File: config.mk
export PLATFORM = sky130hd
export DESIGN_NAME = riscv_fetch_flat
export DESIGN_NICKNAME = d
export VERILOG_FILES = /design/src/rtl/riscv_fetch_if.sv /design/src/rtl/riscv_fetch.sv /design/src/flat_wrapper.sv
export SDC_FILE = /design/constraint.sdc
export NUM_CORES = 1
export LEC_CHECK = 0
export BUFFER_PORTS_ARGS = -buffer_cell sky130_fd_sc_hd__buf_2
export CAP_MARGIN = 20
export CORE_ASPECT_RATIO = 0.8
export CORE_MARGIN = 4
export CORE_UTILIZATION = 28
export CTS_CLUSTER_DIAMETER = 30
export DETAILED_ROUTE_END_ITERATION = 10
export PLACE_DENSITY = 0.56
export SETUP_SLACK_MARGIN = 0.1
export SYNTH_ARGS = -nofsm -noshare
export SYNTH_HDL_FRONTEND = slang
export SYNTH_SLANG_ARGS = --single-unit
File: constraint.sdc
create_clock -name clk -period 3.3 [get_ports clk]
set_input_delay 0.165 -clock clk [delete_from_list [all_inputs] [get_ports clk]]
set_output_delay 0.165 -clock clk [all_outputs]
set_load 0.02 [all_outputs]
File: src/rtl/riscv_fetch_if.sv
// Fetch-stage bus: instruction-memory request/response channels and the decode handoff.
// master = fetch stage, slave = memory/decoder side.
interface riscv_fetch_if;
  logic        imem_req_valid;
  logic        imem_req_ready;
  logic [31:0] imem_req_addr;
  logic        imem_rsp_valid;
  logic [31:0] imem_rsp_data;
  logic        inst_valid;
  logic        inst_ready;
  logic [31:0] inst_o;
  logic [31:0] inst_pc_o;

  modport master (
    output imem_req_valid, imem_req_addr, inst_valid, inst_o, inst_pc_o,
    input  imem_req_ready, imem_rsp_valid, imem_rsp_data, inst_ready
  );

  modport slave (
    input  imem_req_valid, imem_req_addr, inst_valid, inst_o, inst_pc_o,
    output imem_req_ready, imem_rsp_valid, imem_rsp_data, inst_ready
  );
endinterface

File: src/rtl/riscv_fetch.sv
// Instruction fetch stage: owns the PC, issues imem word reads, buffers instructions for decode.
// FETCH_MISALIGN_CHECK_EN: misaligned redirect targets set a sticky misalign_o and halt fetching.
module riscv_fetch #(
  parameter logic [31:0] RESET_PC = 32'h0000_0000,
  parameter int unsigned DEPTH    = 2
) (
  input  logic          clk,
  input  logic          rst_n,
  riscv_fetch_if.master bus,
  input  logic          redirect_valid,
  input  logic [31:0]   redirect_pc,
  output logic          misalign_o
);

  localparam int unsigned IdxW = $clog2(DEPTH);
  localparam int unsigned PtrW = IdxW + 1;
  localparam logic [PtrW:0] DepthCnt = (PtrW + 1)'(DEPTH);

  logic [31:0]      pc_q, pc_d;
  logic             run_q;
  logic [PtrW-1:0]  wr_ptr_q, wr_ptr_d;
  logic [PtrW-1:0]  fill_ptr_q, fill_ptr_d;
  logic [PtrW-1:0]  rd_ptr_q, rd_ptr_d;
  logic [PtrW-1:0]  drop_cnt_q, drop_cnt_d;
  logic [31:0]      buf_pc_q   [DEPTH];
  logic [31:0]      buf_inst_q [DEPTH];
  logic [DEPTH-1:0] buf_filled_q;

  logic [IdxW-1:0]  wr_idx, fill_idx, rd_idx;
  logic [PtrW-1:0]  alloc_cnt, unfilled_cnt;
  logic [PtrW:0]    occupancy;
  logic             halted, req_fire, rsp_keep, pop;

  assign wr_idx       = wr_ptr_q[IdxW-1:0];
  assign fill_idx     = fill_ptr_q[IdxW-1:0];
  assign rd_idx       = rd_ptr_q[IdxW-1:0];
  assign alloc_cnt    = wr_ptr_q - rd_ptr_q;
  assign unfilled_cnt = wr_ptr_q - fill_ptr_q;

  assign bus.inst_valid = (alloc_cnt != '0) & buf_filled_q[rd_idx];
  assign bus.inst_o     = buf_inst_q[rd_idx];
  assign bus.inst_pc_o  = buf_pc_q[rd_idx];
  assign pop            = bus.inst_valid & bus.inst_ready;

  // A same-cycle pop frees its slot for the new request, keeping one fetch per cycle at DEPTH=2.
  assign occupancy = {1'b0, alloc_cnt} + {1'b0, drop_cnt_q} - {{PtrW{1'b0}}, pop};

  assign bus.imem_req_valid = run_q & ~halted & ~redirect_valid & (occupancy < DepthCnt);
  assign bus.imem_req_addr  = pc_q;
  assign req_fire           = bus.imem_req_valid & bus.imem_req_ready;
  assign rsp_keep           = bus.imem_rsp_valid & (drop_cnt_q == '0) & ~redirect_valid;

  always_comb begin
    pc_d       = pc_q;
    wr_ptr_d   = wr_ptr_q;
    fill_ptr_d = fill_ptr_q;
    rd_ptr_d   = rd_ptr_q;
    drop_cnt_d = drop_cnt_q;
    if (redirect_valid) begin
      pc_d       = {redirect_pc[31:2], 2'b00};
      wr_ptr_d   = '0;
      fill_ptr_d = '0;
      rd_ptr_d   = '0;
      // Every in-flight request becomes stale; a response landing now is already one of them.
      drop_cnt_d = drop_cnt_q + unfilled_cnt - PtrW'(bus.imem_rsp_valid);
    end else begin
      if (req_fire) begin
        pc_d     = pc_q + 32'd4;
        wr_ptr_d = wr_ptr_q + PtrW'(1);
      end
      if (bus.imem_rsp_valid) begin
        if (drop_cnt_q != '0) drop_cnt_d = drop_cnt_q - PtrW'(1);
        else                  fill_ptr_d = fill_ptr_q + PtrW'(1);
      end
      if (pop) rd_ptr_d = rd_ptr_q + PtrW'(1);
    end
  end

  always_ff @(posedge clk or negedge rst_n) begin
    if (!rst_n) begin
      pc_q       <= RESET_PC;
      run_q      <= 1'b0;
      wr_ptr_q   <= '0;
      fill_ptr_q <= '0;
      rd_ptr_q   <= '0;
      drop_cnt_q <= '0;
    end else begin
      pc_q       <= pc_d;
      run_q      <= 1'b1;
      wr_ptr_q   <= wr_ptr_d;
      fill_ptr_q <= fill_ptr_d;
      rd_ptr_q   <= rd_ptr_d;
      drop_cnt_q <= drop_cnt_d;
    end
  end

  always_ff @(posedge clk or negedge rst_n) begin
    if (!rst_n) begin
      buf_pc_q     <= '{default: '0};
      buf_inst_q   <= '{default: '0};
      buf_filled_q <= '0;
    end else if (!redirect_valid) begin
      if (req_fire) begin
        buf_pc_q[wr_idx]     <= pc_q;
        buf_filled_q[wr_idx] <= 1'b0;
      end
      if (rsp_keep) begin
        buf_inst_q[fill_idx]   <= bus.imem_rsp_data;
        buf_filled_q[fill_idx] <= 1'b1;
      end
    end
  end

`ifdef FETCH_MISALIGN_CHECK_EN
  logic misalign_q;

  always_ff @(posedge clk or negedge rst_n) begin
    if (!rst_n)              misalign_q <= 1'b0;
    else if (redirect_valid) misalign_q <= (redirect_pc[1:0] != 2'b00);
  end

  assign halted     = misalign_q;
  assign misalign_o = misalign_q;
`else
  logic unused_redirect_lsbs;

  assign unused_redirect_lsbs = ^redirect_pc[1:0];
  assign halted               = 1'b0;
  assign misalign_o           = 1'b0;
`endif

endmodule

File: src/flat_wrapper.sv
// flat-port wrapper written by rule: the top's interface ports become plain ports
module riscv_fetch_flat 
#(
  parameter logic [31:0] RESET_PC = 32'h0000_0000,
  parameter int unsigned DEPTH    = 2
)
  (clk, rst_n, redirect_valid, redirect_pc, misalign_o, bus_imem_req_valid, bus_imem_req_addr, bus_inst_valid, bus_inst_o, bus_inst_pc_o, bus_imem_req_ready, bus_imem_rsp_valid, bus_imem_rsp_data, bus_inst_ready);
  riscv_fetch_if bus_i ();
  input  logic clk;
  input  logic rst_n;
  input  logic redirect_valid;
  input  logic [31:0] redirect_pc;
  output logic misalign_o;
  output wire logic [$bits(bus_i.imem_req_valid)-1:0] bus_imem_req_valid;
  output wire logic [$bits(bus_i.imem_req_addr)-1:0] bus_imem_req_addr;
  output wire logic [$bits(bus_i.inst_valid)-1:0] bus_inst_valid;
  output wire logic [$bits(bus_i.inst_o)-1:0] bus_inst_o;
  output wire logic [$bits(bus_i.inst_pc_o)-1:0] bus_inst_pc_o;
  input wire logic [$bits(bus_i.imem_req_ready)-1:0] bus_imem_req_ready;
  input wire logic [$bits(bus_i.imem_rsp_valid)-1:0] bus_imem_rsp_valid;
  input wire logic [$bits(bus_i.imem_rsp_data)-1:0] bus_imem_rsp_data;
  input wire logic [$bits(bus_i.inst_ready)-1:0] bus_inst_ready;
  assign bus_imem_req_valid = bus_i.imem_req_valid;
  assign bus_imem_req_addr = bus_i.imem_req_addr;
  assign bus_inst_valid = bus_i.inst_valid;
  assign bus_inst_o = bus_i.inst_o;
  assign bus_inst_pc_o = bus_i.inst_pc_o;
  assign bus_i.imem_req_ready = bus_imem_req_ready;
  assign bus_i.imem_rsp_valid = bus_imem_rsp_valid;
  assign bus_i.imem_rsp_data = bus_imem_rsp_data;
  assign bus_i.inst_ready = bus_inst_ready;
  riscv_fetch #(.RESET_PC(RESET_PC), .DEPTH(DEPTH)) u_core (.clk(clk), .rst_n(rst_n), .bus(bus_i), .redirect_valid(redirect_valid), .redirect_pc(redirect_pc), .misalign_o(misalign_o));
endmodule
==> results of run 1 <==
==> final cells by class <==
cell class              instances  area (um^2)  area share [%]
flip-flops and latches        165         4130            37.2
multi-input cells             411         3860            34.7
repair buffers                272         2010            18.1
well taps                     364          455            4.10
clock buffers                  17          425            3.83
clock inverters                14          194            1.74
inverters                      10         37.5           0.338
diodes                          1         2.50          0.0225
==> sequential cells by signal, indices dropped and copies added, names as in the netlist <==
| signal | cells |
|---|---|
| u_core.drop_cnt_q | 2 |
| u_core.buf_inst_q | 64 |
| u_core.wr_ptr_q | 2 |
| u_core.buf_pc_q | 60 |
| u_core.buf_filled_q | 2 |
| u_core.rd_ptr_q | 2 |
| u_core.bus.imem_req_addr | 30 |
| u_core.fill_ptr_q | 2 |
| u_core.run_q | 1 |
==> worst reg2reg max path, delay by kind of cell, from the launching register on <==
| family | cells | cell delay [ns] |
|---|---|---|
| adders and majority gates | 3 | 0.99 |
| and+or+nand+nor | 4 | 0.76 |
| DFF | 1 | 0.50 |
| muxes | 1 | 0.32 |
| buffers and inverters | 2 | 0.29 |
| AOI/OAI and AO/OA | 1 | 0.23 |
| xor gates and xnor gates | 1 | 0.20 |
==> power by group <==
group / internal, mW / switching, mW / total [mW] / leakage, nW
clock: 1.22 / 0.916 / 2.13 / 0.305
combinational: 2.32 / 2.26 / 4.58 / 2.81
sequential: 2.69 / 0.454 / 3.15 / 2.09
==> logic make-up after synthesis <==
family	after synthesis	synth area share (%)
and+or+nand+nor	127	8.68
buffers and inverters	50	2.90
AOI/OAI and AO/OA	69	6.13
adders and majority gates	9	1.71
DFF	165	52.3
other	2	0.0951
xor gates and xnor gates	13	1.62
muxes	187	26.6
==> worst min-delay path by stage <==
stage | cells after the start | slack [ns] | start | end
floorplan | 0 | -0.13 | rst_n | u_core.buf_filled_q[0]
global placement | 1 | 0.34 | rst_n | u_core.buf_pc_q[13]
detailed placement | 1 | 0.34 | rst_n | u_core.buf_pc_q[8]
CTS | 3 | 0.04 | redirect_pc[24] | u_core.bus.imem_req_addr[24]
global route | 3 | 0.06 | redirect_pc[24] | u_core.bus.imem_req_addr[24]
finish | 3 | 0.07 | redirect_pc[24] | u_core.bus.imem_req_addr[24]
==> through the flow <==
step                area [um^2]  power [mW]  setup slack (ns)  util (%)
floorplan                  7990        5.87            -0.159         -
global placement           9320        7.06            -0.205      33.9
detailed placement         9320        7.12            -0.302      33.9
CTS                       10800        9.69            -0.118      39.3
global route              11100        10.5            -0.250      40.4
finish                    11100        9.86            -0.126      40.4
==> cell usage after synthesis, types with 2 or more instances <==
cell type | number | area, um^2
nand3_1 | 21 | 105
o311ai_1 | 3 | 26.3
o21ai_0 | 20 | 100
or4_1 | 2 | 15.0
a21o_1 | 4 | 30.0
clkbuf_1 | 19 | 71.3
nand4_1 | 6 | 37.5
dfrtp_1 | 165 | 4130
mux2_1 | 2 | 22.5
or2_2 | 2 | 12.5
mux2_2 | 182 | 2050
a41oi_1 | 2 | 17.5
nand2_1 | 43 | 161
buf_2 | 11 | 55.1
a21oi_1 | 7 | 35.0
xnor2_1 | 6 | 52.6
mux2i_1 | 3 | 30.0
nand2b_1 | 2 | 12.5
nor2_1 | 18 | 67.6
xor2_1 | 6 | 52.6
o211ai_1 | 10 | 75.1
a32oi_1 | 3 | 26.3
conb_1 | 2 | 7.51
buf_4 | 5 | 37.5
nor4_2 | 3 | 37.5
and3_1 | 8 | 50.1
a31oi_1 | 4 | 25.0
ha_1 | 6 | 75.1
a221o_1 | 2 | 20.0
and2_1 | 3 | 18.8
o311ai_0 | 5 | 43.8
fa_1 | 3 | 60.1
buf_1 | 3 | 11.3
nor3_1 | 5 | 25.0
a211o_1 | 2 | 17.5
inv_1 | 10 | 37.5
==> per-layer routing <==
layer,wire length (um),global-route usage (%),part of all wire [%],vias to the layer above
li1,-,-,-,2765
met1,10600,19.9,49,3052
met2,9450,21.0,44,151
met3,1160,3.66,5.4,14
met4,336,3.66,1.6,0
met5,0,0,0,-
==> what timing repair did <==
item / CTS / global route
cloned: 1 / 4
gates resized for setup: 39 / 51
buffers inserted: 10 / 6
setup endpoints to repair: 95 / 95
hold buffers: 60 / 0
hold endpoints to repair: 183 / 0
pin swaps: 11 / 8
==> out/results.tsv, run 1 <==
metric	value	unit
outcome	finished, violations left	
violations	setup timing	
rows	54	
critical-path-max-stage-delay	0.56	ns
grt_max_degree	96	
synth.distinct_cells	60	
syn_area_per_cell	12.7	um^2
max-slew-margin-rel	37.6	%
synthFlopType	dfrtp_1	
cp.required	3.61	ns
critical_path_buf_inv_count	2	
grt_pass1_vias	6102	
numCtsBuffers	17	
io_pins	169	
htree_levels	4	
cts_root_buffer	clkbuf_16	
crit_family	adder cells	
rsz0062_at_grt	yes	
r2r_setup_slack	-0.13	ns
num-fill-cells	2598	
end_kind	register	
finClkSkew	0.0122	ns
worstSkewPairLatency	0.43	ns
area_growth	40.7	%
cts.clk_slew.worst_paths	0.07	ns
crit_path_start	u_core.rd_ptr_q[0]	
max_freq	0.292	GHz
cp-start-kind	register	
setup_violations	68	
fin_ws	-0.126	ns
initial_core_util	28.7	%
dpl.cell_count	1141	
finalHoldViolCount	0	
cp-endpoint	u_core.buf_pc_q[38]	
viasPerCell	4.77	
gp_congestion	0.759	
leakage	5.21	nW
postSynthCellCount	622	
synth-edff-count	0	
crit_slowest_cell	fa_2	
worstMarginPinSlew	0.936	ns
layout-drive-gt1-share	53.3	%
wirelength	21600	um
core_area	0.0275	mm^2
path_class	reg2reg	
grt_usage	13.9	%
vias	5982	
path_cells	ha_4 -> xnor3_1 -> a211oi_2 -> ha_1 -> or2_4 -> fa_2 -> nand4b_4 -> or2_4 -> nor2_4 -> buf_12 -> buf_12 -> mux2_4	
synthArstFlopShare	100	%
reg2reg_from	u_core.rd_ptr_q[0]	
yosys_warnings	0	
ys_seq_elements	165	
fin_cells	1254	
io_buffers	161	
grt-ovfl-total	0	
cts_tree	done	
rr_endpoint	u_core.buf_pc_q[38]	
grt_antenna_before_repair	1	
period_minus_slack	3.43	ns
drt_pass1_iterations	5	
power_density	887	mW/mm^2
cp_max_fo	11	
final_max_slew_viol_count	0	
mostFrequentLayoutCells	dfrtp_1, buf_2, mux2_2	
vdd_ir_drop_max	451	uV
route.detailed.drc	0	
drt_iter0_markers	282	
final_nets	956	
dpl.hpwl	14000	um
cap_violations	0	
setup-tns-final	-4.28	ns
wl_per_cell	17.2	um
crit_arrival	3.74	ns
dieArea	0.0310	mm^2
grt_pass1_wl	34200	um
ys_seq_area_share	52.3	%
dieHeight	158	um
final_common_cell	dfrtp_1	
die_x	196	um
cts_sinks	165	
cts_buffer_depth	2	
whs	0.0749	ns
ff2ff_path_depth	12	
worstSetupPathDepth	12	
holdCritPathClass	in2reg	
netlist_area	0.00790	mm^2
min_period_over_period	104	%
ant_nets	0	
(Power assumes the default switching activity.)
==> inputs of run 2 (changes only) <==
SETUP_SLACK_MARGIN = 0.5   (was 0.1)
==> out/results.tsv, run 2 (synthesis results as in run 1) <==
metric	value	unit
max_freq	0.297	GHz
area_growth	38.6	%
power_switching	3.59	mW
p_int	6.00	mW
dpl.cell_count	1143	
finClkSkew	0.00967	ns
htree_levels	4	
utilization	39.8	%
grt_usage	13.9	%
power_frac_comb	46.4	%
min_period_over_period	102	%
numCtsBuffers	17	
finalHoldViolCount	0	
cts_tree	done	
period_minus_slack	3.37	ns
final_nets	949	
outcome	finished, violations left	
holdPathEnd	u_core.bus.imem_req_addr[24]	
grt-ovfl-total	0	
path_class	reg2reg	
grt_antenna_before_repair	0	
die_x	196	um
dieHeight	158	um
violations	setup timing	
route.detailed.drc	0	
rr_endpoint	u_core.buf_pc_q[62]	
wl_per_cell	17.0	um
cp_max_fo	10	
critical-path-max-stage-delay	0.56	ns
rows	54	
drt_iter0_markers	242	
crit_slowest_cell	fa_2	
max-slew-margin-rel	32.5	%
layout-drive-gt1-share	52.7	%
dieArea	0.0310	mm^2
setup_violations	32	
seqPwrFrac	32.8	%
viasPerCell	4.71	
crit_arrival	3.67	ns
leakage	5.13	nW
antenna_cells	0	
grt_pass1_vias	6225	
vias	5877	
gp_congestion	0.767	
wirelength	21200	um
io_pins	169	
core_area	0.0275	mm^2
worstMarginPinSlew	1.01	ns
hold_depth	3	
cts_root_buffer	clkbuf_16	
holdCritPathClass	in2reg	
cts.clk_slew.worst_paths	0.07	ns
min-delay-start	redirect_pc[24]	
r2r_setup_slack	-0.07	ns
ant_nets	0	
grt_pass1_wl	34400	um
initial_core_util	28.7	%
final_common_cell	dfrtp_1	
fin_cells	1247	
cts_buffer_depth	2	
cp-start-kind	register	
power_density	876	mW/mm^2
worstSkewPairLatency	0.43	ns
largest_reg_flops	64	
drt_pass1_iterations	4	
end_kind	register	
ff2ff_path_depth	12	
grt_max_degree	65	
io_buffers	161	
final_max_slew_viol_count	0	
cp.required	3.60	ns
reg2reg_from	u_core.rd_ptr_q[0]	
cts_sinks	165	
fin_ws	-0.0685	ns
rsz0062_at_grt	yes	
dpl.hpwl	14000	um
num-fill-cells	2624	
cap_violations	0	
largest_register	u_core.buf_inst_q	
clock_power_share	20.8	%
path_cells	ha_4 -> xnor3_1 -> a211oi_2 -> ha_1 -> or2_4 -> fa_2 -> nand4b_4 -> or2_4 -> nor2_4 -> buf_12 -> buf_12 -> mux2_4	
switching_share	37.4	%
vdd_ir_drop_max	383	uV
mostFrequentLayoutCells	dfrtp_1, buf_2, mux2_2	
run 2: cell count changes in the layout (fill, tap and decap cells not counted), moves of 2 or more:
cell,before,now
buf_4,32,28
inv_8,3,1
clkinvlp_4,0,2
clkbuf_16,20,18
o21ai_1,4,7
o21ai_2,8,5
bufinv_16,3,1
buf_12,9,7
clkinv_4,4,6
run 2: repair_timing:
action                                  4_1_cts  5_1_grt
gates cloned                                  1        2
buffers inserted                              5        4
pin swaps                                    11        7
gates resized for setup                      38       46
hold buffers                                 60        0
endpoints found under the setup margin       95       95
hold endpoints to repair                    142        0
run 2: layer usage:
| metal | vias up | part of all wire [%] | wire, um | global-route usage, % |
|---|---|---|---|---|
| li1 | 2748 | - | - | - |
| met1 | 2987 | 50 | 10600 | 19.9 |
| met2 | 128 | 45 | 9460 | 21.4 |
| met3 | 14 | 4.7 | 991 | 3.13 |
| met4 | 0 | 1.1 | 229 | 3.82 |
| met5 | - | 0 | 0 | 0 |
run 2: worst max-delay path by stage:
stage / cells after the start / slack [ns] / endpoint / from
after global routing: 12 / -0.19 / u_core.buf_pc_q[62] / u_core.rd_ptr_q[0]
after global placement: 11 / -0.13 / u_core.buf_pc_q[62] / u_core.rd_ptr_q[0]
after detailed placement: 11 / -0.19 / u_core.buf_pc_q[62] / u_core.rd_ptr_q[0]
after floorplan: 14 / -0.16 / u_core.bus.imem_req_addr[12] / u_core.wr_ptr_q[0]
after CTS: 12 / -0.10 / u_core.buf_pc_q[51] / u_core.rd_ptr_q[0]
final: 12 / -0.07 / u_core.buf_pc_q[62] / u_core.rd_ptr_q[0]
run 2: through the flow:
stage	worst slack, ns	area [um^2]	TNS (ns)	power (mW)	hold WS [ns]
after floorplan	-0.158	8000	-5.19	5.88	-0.131
after global placement	-0.135	9340	-6.84	7.08	0.181
after detailed placement	-0.190	9340	-9.94	7.14	0.176
after CTS	-0.103	10700	-4.13	9.46	0.0380
after global routing	-0.190	11000	-10.89	10.2	0.0508
final	-0.0685	11000	-1.42	9.59	0.0701
run 2: worst max-delay path: cells and delay by family (launching register included):
family | cells | cell delay (ns)
adder cells (fa/ha/maj) | 3 | 0.98
AND/OR/NAND/NOR | 4 | 0.75
multiplexers | 1 | 0.31
AO/OA/AOI/OAI | 1 | 0.23
buffers and inverters | 2 | 0.26
XOR/XNOR | 1 | 0.20
flip-flops | 1 | 0.49
run 2: power by group through the flow:
stage          logic [mW]  clock network (mW)  registers [mW]
2_1_floorplan        2.79                   0            3.09
3_3_place_gp         3.94                   0            3.14
3_5_place_dp         3.99                   0            3.16
4_1_cts              4.24                2.09            3.13
5_1_grt              4.81                2.16            3.25
6_report             4.44                2.00            3.15
run 2: final cells by class:
cell class	count	area [um^2]	area share, %
clock buffers	18	439	4.01
multi-input cells	411	3840	35.1
flip-flops and latches	165	4130	37.7
inverters	10	37.5	0.343
repair buffers	265	1900	17.4
clock inverters	14	144	1.31
well taps	364	455	4.16
==> inputs of run 3 (changes only) <==
GPL_ROUTABILITY_DRIVEN = 0   (was default)
PLACE_DENSITY = default   (was 0.56)
PLACE_DENSITY_LB_ADDON = 0.12   (was default)
==> out/results.tsv, run 3 (synthesis results as in run 1) <==
metric	value	unit
outcome	finished, violations left	
violations	setup timing	
largest_reg_flops	64	
holdCritPathClass	in2reg	
path_class	reg2reg	
num-fill-cells	2658	
cp.required	3.60	ns
numCtsBuffers	17	
reg2reg_from	u_core.rd_ptr_q[0]	
vias	5890	
dieHeight	158	um
grt-ovfl-total	0	
min-delay-start	redirect_pc[24]	
hold_depth	3	
ant_nets	0	
area_growth	39.3	%
worstMarginPinSlew	0.983	ns
rows	54	
cts_root_buffer	clkbuf_16	
io_pins	169	
rr_endpoint	u_core.bus.imem_req_addr[16]	
route.detailed.drc	0	
min_period_over_period	104	%
wirelength	22400	um
period_minus_slack	3.42	ns
dieArea	0.0310	mm^2
htree_levels	4	
initial_core_util	28.7	%
worstSkewPairLatency	0.42	ns
grt_pass1_vias	6202	
vdd_ir_drop_max	397	uV
max-slew-margin-rel	34.4	%
layout-drive-gt1-share	52.7	%
placed_area	0.00928	mm^2
cts_tree	done	
mostFrequentLayoutCells	dfrtp_1, buf_2, mux2_2	
drt_pass1_iterations	4	
core_area	0.0275	mm^2
final_nets	951	
end_kind	register	
cts.clk_slew.worst_paths	0.07	ns
grt_max_degree	74	
cap_violations	0	
finalHoldViolCount	0	
fin_ws	-0.120	ns
grt_pass1_wl	34900	um
leakage	5.13	nW
finClkSkew	0.00867	ns
drt_iter0_markers	268	
final_common_cell	dfrtp_1	
cp-endpoint	u_core.bus.imem_req_addr[16]	
setup-tns-final	-5.51	ns
largest_register	u_core.buf_inst_q	
crit_arrival	3.72	ns
grt_usage	14.4	%
grt_antenna_before_repair	0	
max_freq	0.292	GHz
cp-start-kind	register	
dpl.hpwl	14700	um
final_max_slew_viol_count	0	
r2r_setup_slack	-0.12	ns
rsz0062_at_grt	yes	
wl_per_cell	17.9	um
viasPerCell	4.72	
io_buffers	161	
cts_sinks	165	
crit_path_start	u_core.rd_ptr_q[0]	
antenna_cells	0	
ff2ff_path_depth	12	
power_density	865	mW/mm^2
cp_max_fo	4	
utilization	40.0	%
cts_buffer_depth	2	
die_x	196	um
stdcell_area	0.0110	mm^2
setup_violations	72	
[run 3: worst min path at each step]
stage and endpoint:
5_1_grt u_core.bus.imem_req_addr[24], 6_report u_core.bus.imem_req_addr[24], 2_1_floorplan u_core.buf_filled_q[0], 4_1_cts u_core.bus.imem_req_addr[24]
3_5_place_dp u_core.buf_pc_q[44], 3_3_place_gp u_core.buf_pc_q[12]
[run 3: critical path: stages, from the launching register on]
cell,delay [ns]
dfrtp_4,0.49
ha_4,0.16
xnor3_1,0.22
a211oi_2,0.24
ha_1,0.27
or2_4,0.23
fa_2,0.56
nand4b_4,0.11
or2_4,0.27
buf_4,0.14
or4_4,0.43
nand3_2,0.09
o211ai_2,0.09
[run 3: final cells by class]
cell class / count / area, um^2 / area share [%]
multi-input cells: 411 / 3810 / 34.7
flip-flops and latches: 165 / 4130 / 37.6
clock inverters: 11 / 101 / 0.921
repair buffers: 267 / 1990 / 18.1
clock buffers: 21 / 470 / 4.28
well taps: 364 / 455 / 4.14
inverters: 10 / 37.5 / 0.341
[run 3: power by group]
part | leakage (nW) | internal (mW) | switching (mW)
registers | 2.09 | 2.69 | 0.463
clock network | 0.271 | 1.10 | 0.852
logic | 2.76 | 2.19 | 2.22
[run 3: what timing repair did]
action                                  4_1_cts  5_1_grt
resized for setup                            57       30
hold endpoints to repair                    162        0
gates cloned                                  5        1
endpoints found under the setup margin       95       95
setup buffers                                 9        3
hold buffers                                 60        0
pin swaps                                    15        8
[run 3: layer usage]
layer  global-route usage (%)  routed length (um)  vias up
li1                         -                   -     2751
met5                        0                   0        -
met4                     3.79                 231        0
met1                     20.1               10900     3016
met3                     2.83                 766       13
met2                     23.2               10400      110
[run 3: stage by stage]
step	hold WS [ns]	power (mW)	std cells	setup WS (ns)
after global routing	0.0779	10.1	1249	-0.225
final	0.0856	9.52	1249	-0.120
after detailed placement	0.254	7.15	1139	-0.226
after floorplan	-0.131	5.88	626	-0.158
after CTS	0.0583	9.53	1245	-0.159
after global placement	0.248	7.05	1139	-0.146
